[src/rtl/lab2_pkg.sv]
// Shared types and constants for the Lab 2 dual seven-segment display.
//   mux_state_t : display multiplexer phases
//   SEG_OFF     : all segments dark (segments are active-low)
//   DIGIT_ON/OFF: active-low digit-enable levels
//   cnt_width() : dwell counter width for a pair of phase lengths
package lab2_pkg;

    typedef enum logic [1:0] {
        BLANK1,
        SHOW1,
        BLANK2,
        SHOW2
    } mux_state_t;

    localparam logic [6:0] SEG_OFF   = 7'b1111111;
    localparam logic       DIGIT_ON  = 1'b0;
    localparam logic       DIGIT_OFF = 1'b1;

    // Bits needed to count 0..max(a,b)-1, never less than one bit.
    function automatic int unsigned cnt_width(input int unsigned a, input int unsigned b);
        int unsigned m;
        int unsigned w;
        m = (a > b) ? a : b;
        w = $clog2(m);
        return (w < 1) ? 1 : w;
    endfunction

endpackage

[src/rtl/seven_seg_decoder.sv]
// Combinational hex to seven-segment decoder.
//   hex_i : 4-bit hex digit
//   seg_o : active-low segments, seg_o[0]=a ... seg_o[6]=g
module seven_seg_decoder (
    input  logic [3:0] hex_i,
    output logic [6:0] seg_o
);

    always_comb begin
        unique case (hex_i)
            4'h0: seg_o = 7'b1000000;
            4'h1: seg_o = 7'b1111001;
            4'h2: seg_o = 7'b0100100;
            4'h3: seg_o = 7'b0110000;
            4'h4: seg_o = 7'b0011001;
            4'h5: seg_o = 7'b0010010;
            4'h6: seg_o = 7'b0000010;
            4'h7: seg_o = 7'b1111000;
            4'h8: seg_o = 7'b0000000;
            4'h9: seg_o = 7'b0010000;
            4'hA: seg_o = 7'b0001000;
            4'hB: seg_o = 7'b0000011;
            4'hC: seg_o = 7'b1000110;
            4'hD: seg_o = 7'b0100001;
            4'hE: seg_o = 7'b0000110;
            4'hF: seg_o = 7'b0001110;
        endcase
    end

endmodule

[src/rtl/display_mux.sv]
// Two-digit time-multiplexed seven-segment driver with blanking between digits.
//   clk      : system clock, rising edge
//   reset    : asynchronous active-low reset
//   en       : run enable, low forces dark and restarts the sequence
//   s1, s2   : hex digits for display 1 / display 2
//   seg      : registered active-low segments
//   display1 : registered active-low digit-1 enable
//   display2 : registered active-low digit-2 enable
module display_mux
    import lab2_pkg::*;
#(
    parameter int unsigned ON_CYCLES    = 24000,
    parameter int unsigned BLANK_CYCLES = 240
) (
    input  logic       clk,
    input  logic       reset,
    input  logic       en,
    input  logic [3:0] s1,
    input  logic [3:0] s2,
    output logic [6:0] seg,
    output logic       display1,
    output logic       display2
);

    localparam int unsigned CntW = cnt_width(ON_CYCLES, BLANK_CYCLES);
    typedef logic [CntW-1:0] cnt_t;
    localparam cnt_t OnLast    = cnt_t'(ON_CYCLES - 1);
    localparam cnt_t BlankLast = cnt_t'(BLANK_CYCLES - 1);

    mux_state_t state_q, state_d;
    cnt_t       cnt_q, cnt_d;
    logic       run_q, run_d;
    logic [3:0] digit1_q, digit1_d;
    logic [3:0] digit2_q, digit2_d;
    logic [6:0] seg_q, seg_d;
    logic       display1_q, display1_d;
    logic       display2_q, display2_d;

    logic       expire;
    logic [3:0] dec_hex;
    logic [6:0] dec_seg;

    // Next state, dwell counter and digit capture.
    always_comb begin
        state_d  = state_q;
        cnt_d    = cnt_q;
        run_d    = run_q;
        digit1_d = digit1_q;
        digit2_d = digit2_q;
        expire   = (state_q == BLANK1 || state_q == BLANK2) ? (cnt_q == BlankLast)
                                                             : (cnt_q == OnLast);
        if (!en) begin
            state_d = BLANK1;
            cnt_d   = '0;
            run_d   = 1'b0;
        end else if (!run_q) begin
            // After reset or an enable drop the first enabled edge is count 0 of BLANK1.
            run_d   = 1'b1;
            state_d = BLANK1;
            cnt_d   = '0;
        end else if (expire) begin
            cnt_d = '0;
            unique case (state_q)
                BLANK1: state_d = SHOW1;
                SHOW1:  state_d = BLANK2;
                BLANK2: state_d = SHOW2;
                SHOW2:  state_d = BLANK1;
            endcase
        end else begin
            cnt_d = cnt_q + 1'b1;
        end

        if (state_d == SHOW1 && state_q != SHOW1) digit1_d = s1;
        if (state_d == SHOW2 && state_q != SHOW2) digit2_d = s2;
        dec_hex = (state_d == SHOW2) ? digit2_d : digit1_d;
    end

    seven_seg_decoder u_dec (
        .hex_i (dec_hex),
        .seg_o (dec_seg)
    );

    // Output registers track the state being entered, so pins change on the entry edge.
    always_comb begin
        seg_d      = SEG_OFF;
        display1_d = DIGIT_OFF;
        display2_d = DIGIT_OFF;
        unique case (state_d)
            SHOW1: begin
                seg_d      = dec_seg;
                display1_d = DIGIT_ON;
            end
            SHOW2: begin
                seg_d      = dec_seg;
                display2_d = DIGIT_ON;
            end
            default: ;
        endcase
    end

    always_ff @(posedge clk or negedge reset) begin
        if (!reset) begin
            state_q    <= BLANK1;
            cnt_q      <= '0;
            run_q      <= 1'b0;
            digit1_q   <= 4'h0;
            digit2_q   <= 4'h0;
            seg_q      <= SEG_OFF;
            display1_q <= DIGIT_OFF;
            display2_q <= DIGIT_OFF;
        end else begin
            state_q    <= state_d;
            cnt_q      <= cnt_d;
            run_q      <= run_d;
            digit1_q   <= digit1_d;
            digit2_q   <= digit2_d;
            seg_q      <= seg_d;
            display1_q <= display1_d;
            display2_q <= display2_d;
        end
    end

    assign seg      = seg_q;
    assign display1 = display1_q;
    assign display2 = display2_q;

endmodule

[config.mk]
export PLATFORM = sky130hd
export DESIGN_NAME = display_mux
export DESIGN_NICKNAME = d
export VERILOG_FILES = /design/src/rtl/lab2_pkg.sv /design/src/rtl/seven_seg_decoder.sv /design/src/rtl/display_mux.sv
export SDC_FILE = /design/constraint.sdc
export NUM_CORES = 1
export LEC_CHECK = 0
export ABC_AREA = 1
export BUFFER_PORTS_ARGS = -buffer_cell sky130_fd_sc_hd__buf_2
export CORE_MARGIN = 2
export CORE_UTILIZATION = 45
export CTS_CLUSTER_SIZE = 16
export DETAILED_ROUTE_END_ITERATION = 7
export PLACE_DENSITY_LB_ADDON = 0.1
export SYNTH_ARGS = -nofsm -noshare
export SYNTH_HDL_FRONTEND = slang
export SYNTH_SLANG_ARGS = --single-unit
[constraint.sdc]
create_clock -name clk -period 3.7 [get_ports clk]
set_input_delay 0.185 -clock clk [delete_from_list [all_inputs] [get_ports clk]]
set_output_delay 0.185 -clock clk [all_outputs]
set_load 0.005 [all_outputs]
==> key figures, run 1 <==
Global routing
  – Global route total overflow: 0
  – Vias in the first global route: 1,485
  – Largest net degree at the start of global routing: 36
  – Grt peak-use layer: met1
  – Grt met1 use: 25.4%
  – Initial antenna violation count: 0
  – Tot GR Track Use: 16.7%
  – Global Route met2 Usage: 22.1%
  – First-pass GRT wire length: 6.96 mm
  – Met3 Use GR: 3.25%

Detailed routing
  – Antenna viol nets, final: 0
  – Via count: 1,710
  – Residual DRC: 0
  – Initial drt markers: 122
  – Routed wire length: 4.14 mm
  – Post-DR wirelength/cell: 11.5 um
  – Average via count per standard cell: 4.76
  – DRT Pass-1 Iters: 4

Job
  – Max_cap viols: 0

Placed design
  – Area after DPL: 2370 um^2
  – HPWL after DPL: 3.11 mm
  – Port bufs: 19
  – Placer congestion estimate: 0.888

Floorplanning
  – Initial Utilization: 46.9%
  – Core area: 4750 um^2
  – Die area: 5530 um^2
  – Row count: 25
  – I/O pin total: 20
  – Die Span X: 74.4 um
  – Die height: 74.4 um

Cells and area
  – Ant. Diodes: 0
  – NumNets Final: 313
  – Syn-to-layout area delta: 11.0%
  – Most frequent cells in the layout: 58 x nand2_1, 31 x nor2_1, 28 x inv_1, 27 x nand3_1, 26 x dfrtp_1
  – Layout cells sized above 1: 26.7%
  – Layout fillers: 475
  – Most common cell after layout, fill and taps aside: nand2_1
  – Fin area: 2470 um^2

STA
  – Peak Freq: 335 MHz
  – Setup violators final: 0
  – Slew Limit Fails: 0
  – Worst hold slack: 0.0228 ns
  – Endpoints failing hold: 0
  – Fin crit share: 80.7%
  – Setup tns final: 0 ns
  – RSZ-0062 raised after global routing: no
  – Final setup skew: 0.0183 ns
  – Worst Tran Pin Value: 0.772 ns
  – Relative max-transition margin: 48.6%
  – Clock period minus worst slack: 2.99 ns

Clocking
  – CTS tree: built
  – Clock buffer depth: 2
  – Clk root buf: clkbuf_8
  – Resize count post-CTS: 0
  – H-tree Lvls: 2
  – Clock latency on the worst-skew pair: 0.30 ns
  – Sinks on Clock Net: 35
  – CTS clock-pin slew for the worst setup and hold paths: 0.06 ns
  – Postcts setup bufs: 0
  – Hold buffers post-CTS: 1
  – Total CTS buffers: 5

Run status
  – Status: finished clean

Worst setup path
  – Critical path launch point type: flop
  – Worst-path cell chain: ha_1 > nand2_1 > nor2_2 > nand2_2 > nor2_4 > nand3_2 > nand2_2 > nand3_4 > nor2_4 > bufinv_8 > nand3_1 > nand2_1 > ha_1 > inv_1 > nand3_1 > nand3_1 > nand3_1
  – CP max-delay cell: dfrtp_1
  – Kind of critical path: reg -> reg
  – Crit path buffers/inverters: 2
  – Critical Path AT: 3.18 ns
  – Cell family with most CP delay: simple AND/OR/NAND/NOR gates
  – Crit path top cell by count: nand3_1
  – CP Max Fanout: 11
  – Critical path's largest stage delay: 0.37 ns
  – Setup crit end kind: flop
  – Worst path required time: 3.90 ns

Synth
  – Sequential area share after synthesis: 39.8%
  – Register bit total from synthesis: 35
  – Post-synthesis cell area: 2230 um^2
  – Mapped Nets: 289
  – Syn avg cell area: 8.35 um^2
  – Ys Warns: 0
  – Unique masters post-synth: 33
  – Synth Instances: 267

Pwr
  – Static Leak: 1.11 nW
  – VDD IR-drop max: 0.125 mV
  – P per Cell Area: 280 nW/um^2
  – Pwr Total: 0.692 mW

Hold path
  – Hold Path Class: in -> reg
[stage by stage]
step	std cells	util (%)	setup slack (ns)
detailed placement	350	49.9	0.754
floorplan	267	-	1.29
global route	359	52.0	0.381
CTS	359	52.0	0.719
global placement	350	49.9	0.780
finish	359	52.0	0.714
[sequential cells by signal, summed over array words and instances, names as in the netlist]
register,flops
digit2_q,4
display1,1
state_q,2
run_q,1
display2,1
digit1_q,4
cnt_q,15
seg,7
[layer usage]
| metal | vias to the layer above | wire (um) |
|---|---|---|
| li1 | 905 | - |
| met1 | 754 | 2210 |
| met2 | 40 | 1660 |
| met3 | 11 | 168 |
| met4 | 0 | 104 |
| met5 | - | 0 |
[cell type report]
| type | count | area, um^2 | share of cell area [%] |
|---|---|---|---|
| Tap cell | 67 | 83.8 | 3.39 |
| Inverter | 35 | 150 | 6.07 |
| Timing Repair Buffer | 20 | 105 | 4.25 |
| Multi-Input combinational cell | 194 | 1160 | 46.7 |
| Clock buffer | 7 | 86.3 | 3.49 |
| Clock inverter | 1 | 5.00 | 0.202 |
| Sequential cell | 35 | 887 | 35.9 |
[synth_stat cells]
cell type,instances,area [um^2]
nor2_2,3,18.8
nor2_1,31,116
buf_12,1,20.0
nor2_4,3,33.8
inv_2,3,11.3
nand2_1,58,218
clkbuf_1,1,3.75
nor3b_1,2,15.0
nand3_1,27,135
nand3_4,5,87.6
a31oi_1,2,12.5
xnor2_1,1,8.76
buf_6,1,11.3
dfrtp_1,26,651
nand2_4,1,11.3
a221oi_1,1,8.76
dfstp_2,9,236
bufinv_8,1,17.5
nand2_2,11,68.8
a2111oi_0,1,8.76
inv_4,2,12.5
xor2_1,2,17.5
o211ai_1,1,7.51
a21oi_1,3,15.0
nand4_1,6,37.5
ha_1,11,138
nor3_1,6,30.0
inv_1,28,105
nand3_2,13,130
clkinv_1,1,3.75
o21ai_0,4,20.0
o21ai_1,1,5.00
nand4_2,1,12.5
[worst reg2reg max path: stages, from the launching register on]
cell	delay, ns
dfrtp_1	0.37
ha_1	0.17
nand2_1	0.08
nor2_2	0.20
nand2_2	0.11
nor2_4	0.11
nand3_2	0.09
nand2_2	0.10
nand3_4	0.14
nor2_4	0.37
bufinv_8	0.28
nand3_1	0.08
nand2_1	0.16
ha_1	0.29
inv_1	0.08
nand3_1	0.10
nand3_1	0.10
nand3_1	0.08
[report_power, final]
part	leakage [nW]	internal, mW	switching, mW
sequential	0.449	0.385	0.000827
combinational	0.609	0.00630	0.0160
clock	0.0482	0.150	0.134
total	1.11	0.541	0.151
[cells by family after synthesis]
logic type | count (synthesis) | synth area share (%)
buffers and inverters | 38 | 8.31
and+or+nand+nor | 167 | 41.0
xor gates and xnor gates | 3 | 1.18
DFF | 35 | 39.8
adders and majority gates | 11 | 6.18
AOI/OAI and AO/OA | 13 | 3.48
[final timing paths]
path	start	end	slack, ns	cells after the start
worst max-delay path	cnt_q[0]	seg[3]	0.71	17
worst min-delay path	en	run_q	0.02	1
worst max register to register	cnt_q[0]	seg[3]	0.71	17
max in group asynchronous	reset	digit2_q[2]	2.70	2
min in group asynchronous	reset	cnt_q[8]	0.49	2
worst min register to register	cnt_q[0]	cnt_q[0]	0.46	1
Note: power is estimated with default switching activity, not from simulation.
==> run 2: changes to the inputs <==
==> constraint.sdc (replaced) <==
create_clock -name clk -period 2.46 [get_ports clk]
set_input_delay 0.123 -clock clk [delete_from_list [all_inputs] [get_ports clk]]
set_output_delay 0.123 -clock clk [all_outputs]
set_load 0.005 [all_outputs]
==> run 2 against run 1 <==
Critical endpoint is now seg[0]. Clock-buffer cell count down 1. The run now ends with setup timing left. Sequential power is 50% higher. Routed wire length rose by 27%. Clock skew shrank 0.014 ns. Register-to-register slack lost 0.79 ns. Final area rose by 27%. Highest routed layer unchanged. Critical path depth grew 3. Via count increased by 16%.
==> key figures, run 2 (same netlist as run 1, synthesis figures left out) <==
Run status
  – Status: finished, violations left
  – Violated checks: setup timing

Placed design
  – HPWL after DPL: 3.50 mm (+12%)
  – Placer congestion estimate: 0.943 (+6.2%)
  – Port bufs: 19 (unchanged)
  – Pre-CTS setup slack: -0.0872 ns (-0.841 ns)
  – Area after DPL: 2620 um^2 (+10%)

STA
  – Fin crit share: 103% (+22 points)
  – Worst Tran Pin Value: 0.758 ns (-0.0132 ns)
  – RSZ-0062 raised after global routing: yes
  – Slew Limit Fails: 0 (unchanged)
  – Endpoints failing hold: 0 (unchanged)
  – PnR worst setup slack: -0.0744 ns (-0.789 ns)
  – Setup violators final: 5 (+5)
  – Peak Freq: 395 MHz (+18%)
  – Clock period minus worst slack: 2.53 ns (-0.451 ns)
  – Relative max-transition margin: 49.4% (+0.88 points)
  – Final setup skew: 0.00455 ns (-0.0138 ns)

Cells and area
  – Ant. Diodes: 0 (unchanged)
  – Syn-to-layout area delta: 41.3%
  – Layout fillers: 411 (-13%)
  – Most common cell after layout, fill and taps aside: nand2_1
  – Final Util: 66.2% (+14 points)
  – Fin area: 3150 um^2 (+27%)
  – Reg with most FFs: cnt_q
  – NumNets Final: 366 (+17%)
  – Storage element area: 888 um^2 (+0.14%)
  – Max reg flops: 15 (unchanged)
  – Most frequent cells in the layout: 49 x nand2_1, 48 x buf_4, 31 x nor2_1, 27 x inv_1, 25 x dfrtp_1
  – Layout cells sized above 1: 44.6% (+18 points)
  – Multi-input combinational cell area: 1390 um^2 (+20%)

Global routing
  – Global route total overflow: 0 (unchanged)
  – Largest net degree at the start of global routing: 36 (unchanged)
  – First-pass GRT wire length: 8.26 mm (+19%)
  – Tot GR Track Use: 19.7% (+3.1 points)
  – Vias in the first global route: 1,801 (+21%)
  – Initial antenna violation count: 0 (unchanged)

Clocking
  – CTS tree: built
  – Clock latency on the worst-skew pair: 0.29 ns (about the same)
  – Clock buffer depth: 2 (unchanged)
  – Sinks on Clock Net: 35 (unchanged)
  – H-tree Lvls: 2 (unchanged)
  – Clk root buf: clkbuf_8
  – CTS clock-pin slew for the worst setup and hold paths: 0.08 ns (+0.02 ns)
  – Total CTS buffers: 5 (unchanged)

Worst setup path
  – FF-to-FF Start: state_q[0]
  – Setup crit end kind: flop
  – Worst path required time: 2.69 ns (-1.21 ns)
  – Critical Path AT: 2.76 ns (-0.42 ns)
  – CP Max Fanout: 8 (-3)
  – Reg2reg path depth: 20 (+3)
  – Kind of critical path: reg -> reg
  – Critical path launch point type: flop
  – Reg-to-reg slack, setup: -0.07 ns (-0.79 ns)
  – R2R Path End: seg[0]

Floorplanning
  – Die Span X: 74.4 um (unchanged)
  – Row count: 25 (unchanged)
  – I/O pin total: 20 (unchanged)
  – Core area: 4750 um^2 (unchanged)
  – Die area: 5530 um^2 (unchanged)
  – Initial Utilization: 46.9% (unchanged)
  – Die height: 74.4 um (unchanged)

Detailed routing
  – Residual DRC: 0 (unchanged)
  – Initial drt markers: 110 (-9.8%)
  – Antenna viol nets, final: 0 (unchanged)
  – Via count: 1,990 (+16%)
  – Average via count per standard cell: 4.83 (+1.4%)
  – Routed wire length: 5.24 mm (+27%)
  – DRT Pass-1 Iters: 4 (unchanged)
  – Post-DR wirelength/cell: 12.7 um (+10%)

Pwr
  – Static Leak: 1.39 nW (+26%)
  – P per Cell Area: 370 nW/um^2 (+32%)
  – Pwr Total: 1.17 mW (+69%)
  – VDD IR-drop max: 0.225 mV (+80%)

Hold path
  – Hold Path Class: in -> reg
  – Hold Path Depth: 3 (+2)
  – Hold Crit Endpoint: digit2_q[3]
  – Worst hold start: s2[3]

Job
  – Max_cap viols: 0 (unchanged)
[run 2: cell count changes in the layout (fill, tap and decap cells not counted), moves of 3 or more]
cell     delta
buf_4      +48
buf_6       +3
ha_1        -6
ha_4        +4
nand2_1     -9
nand2_2     +4
nand2_4     +5
nand3_1     -6
nand3_2     -4
nand3_4    +10
[run 2: worst max-delay path, stage by stage, from the launching register on]
cell and delay (ns):
dfrtp_2 0.47, inv_4 0.11, nand2_2 0.06, nand2_1 0.07, nand2_2 0.06, nor2_4 0.12, nand3_2 0.09, nand2_2 0.11
inv_2 0.05, nor2_4 0.23, nand3_4 0.14, nand2_2 0.08, nand2_2 0.07, nand2_2 0.09, nand2_4 0.08, buf_4 0.15
ha_4 0.16, nand3_1 0.09, nand2_1 0.06, nand2_1 0.06, nand3_2 0.07
[run 2: worst max path at each step]
stage	from	to	slack, ns	cells past startpoint
after floorplan	cnt_q[0]	seg[1]	0.05	18
after global placement	cnt_q[0]	seg[0]	-0.03	17
after detailed placement	cnt_q[0]	seg[0]	-0.09	17
after CTS	cnt_q[1]	seg[1]	-0.04	19
after global routing	cnt_q[0]	seg[3]	-0.23	17
final	state_q[0]	seg[0]	-0.07	20
[run 2: final cells by class]
cell class	instances	area share (%)
clock buffers	6	2.62
clock inverters	2	1.11
inverters	35	5.09
multi-input cells	195	44.1
flip-flops and latches	35	28.2
well taps	67	2.66
repair buffers	72	16.2
[run 2: per-stage QoR]
step | TNS [ns] | hold WS, ns | instances
after floorplan | 0 | -0.173 | 267
after global placement | -0.0927 | 0.247 | 383
after detailed placement | -0.384 | 0.252 | 383
after CTS | -0.126 | 0.114 | 402
after global routing | -1.33 | 0.119 | 412
final | -0.239 | 0.112 | 412
[run 2: routing by layer]
metal | vias up | wire, um | share of wire (%) | track usage (%)
met2 | 46 | 2360 | 45 | 30.5
met3 | 13 | 190 | 3.6 | 2.85
met4 | 0 | 140 | 2.7 | 7.94
li1 | 1020 | - | - | -
met1 | 911 | 2550 | 49 | 27.8
met5 | - | 0 | 0 | 0
[run 2: timing repair]
action | in CTS | in global routing
pin swaps | 13 | 24
resized for setup | 29 | 22
endpoints found under the setup margin | 7 | 7
setup buffers | 9 | 9
gates cloned | 0 | 1
endpoints found under the hold margin | 27 | 0
hold buffers | 2 | 0
[run 2: power by group]
group          internal [mW]  switching, mW  leakage [nW]
Sequential             0.578        0.00114         0.448
Clock                  0.328          0.220        0.0612
Combinational         0.0133         0.0259         0.885
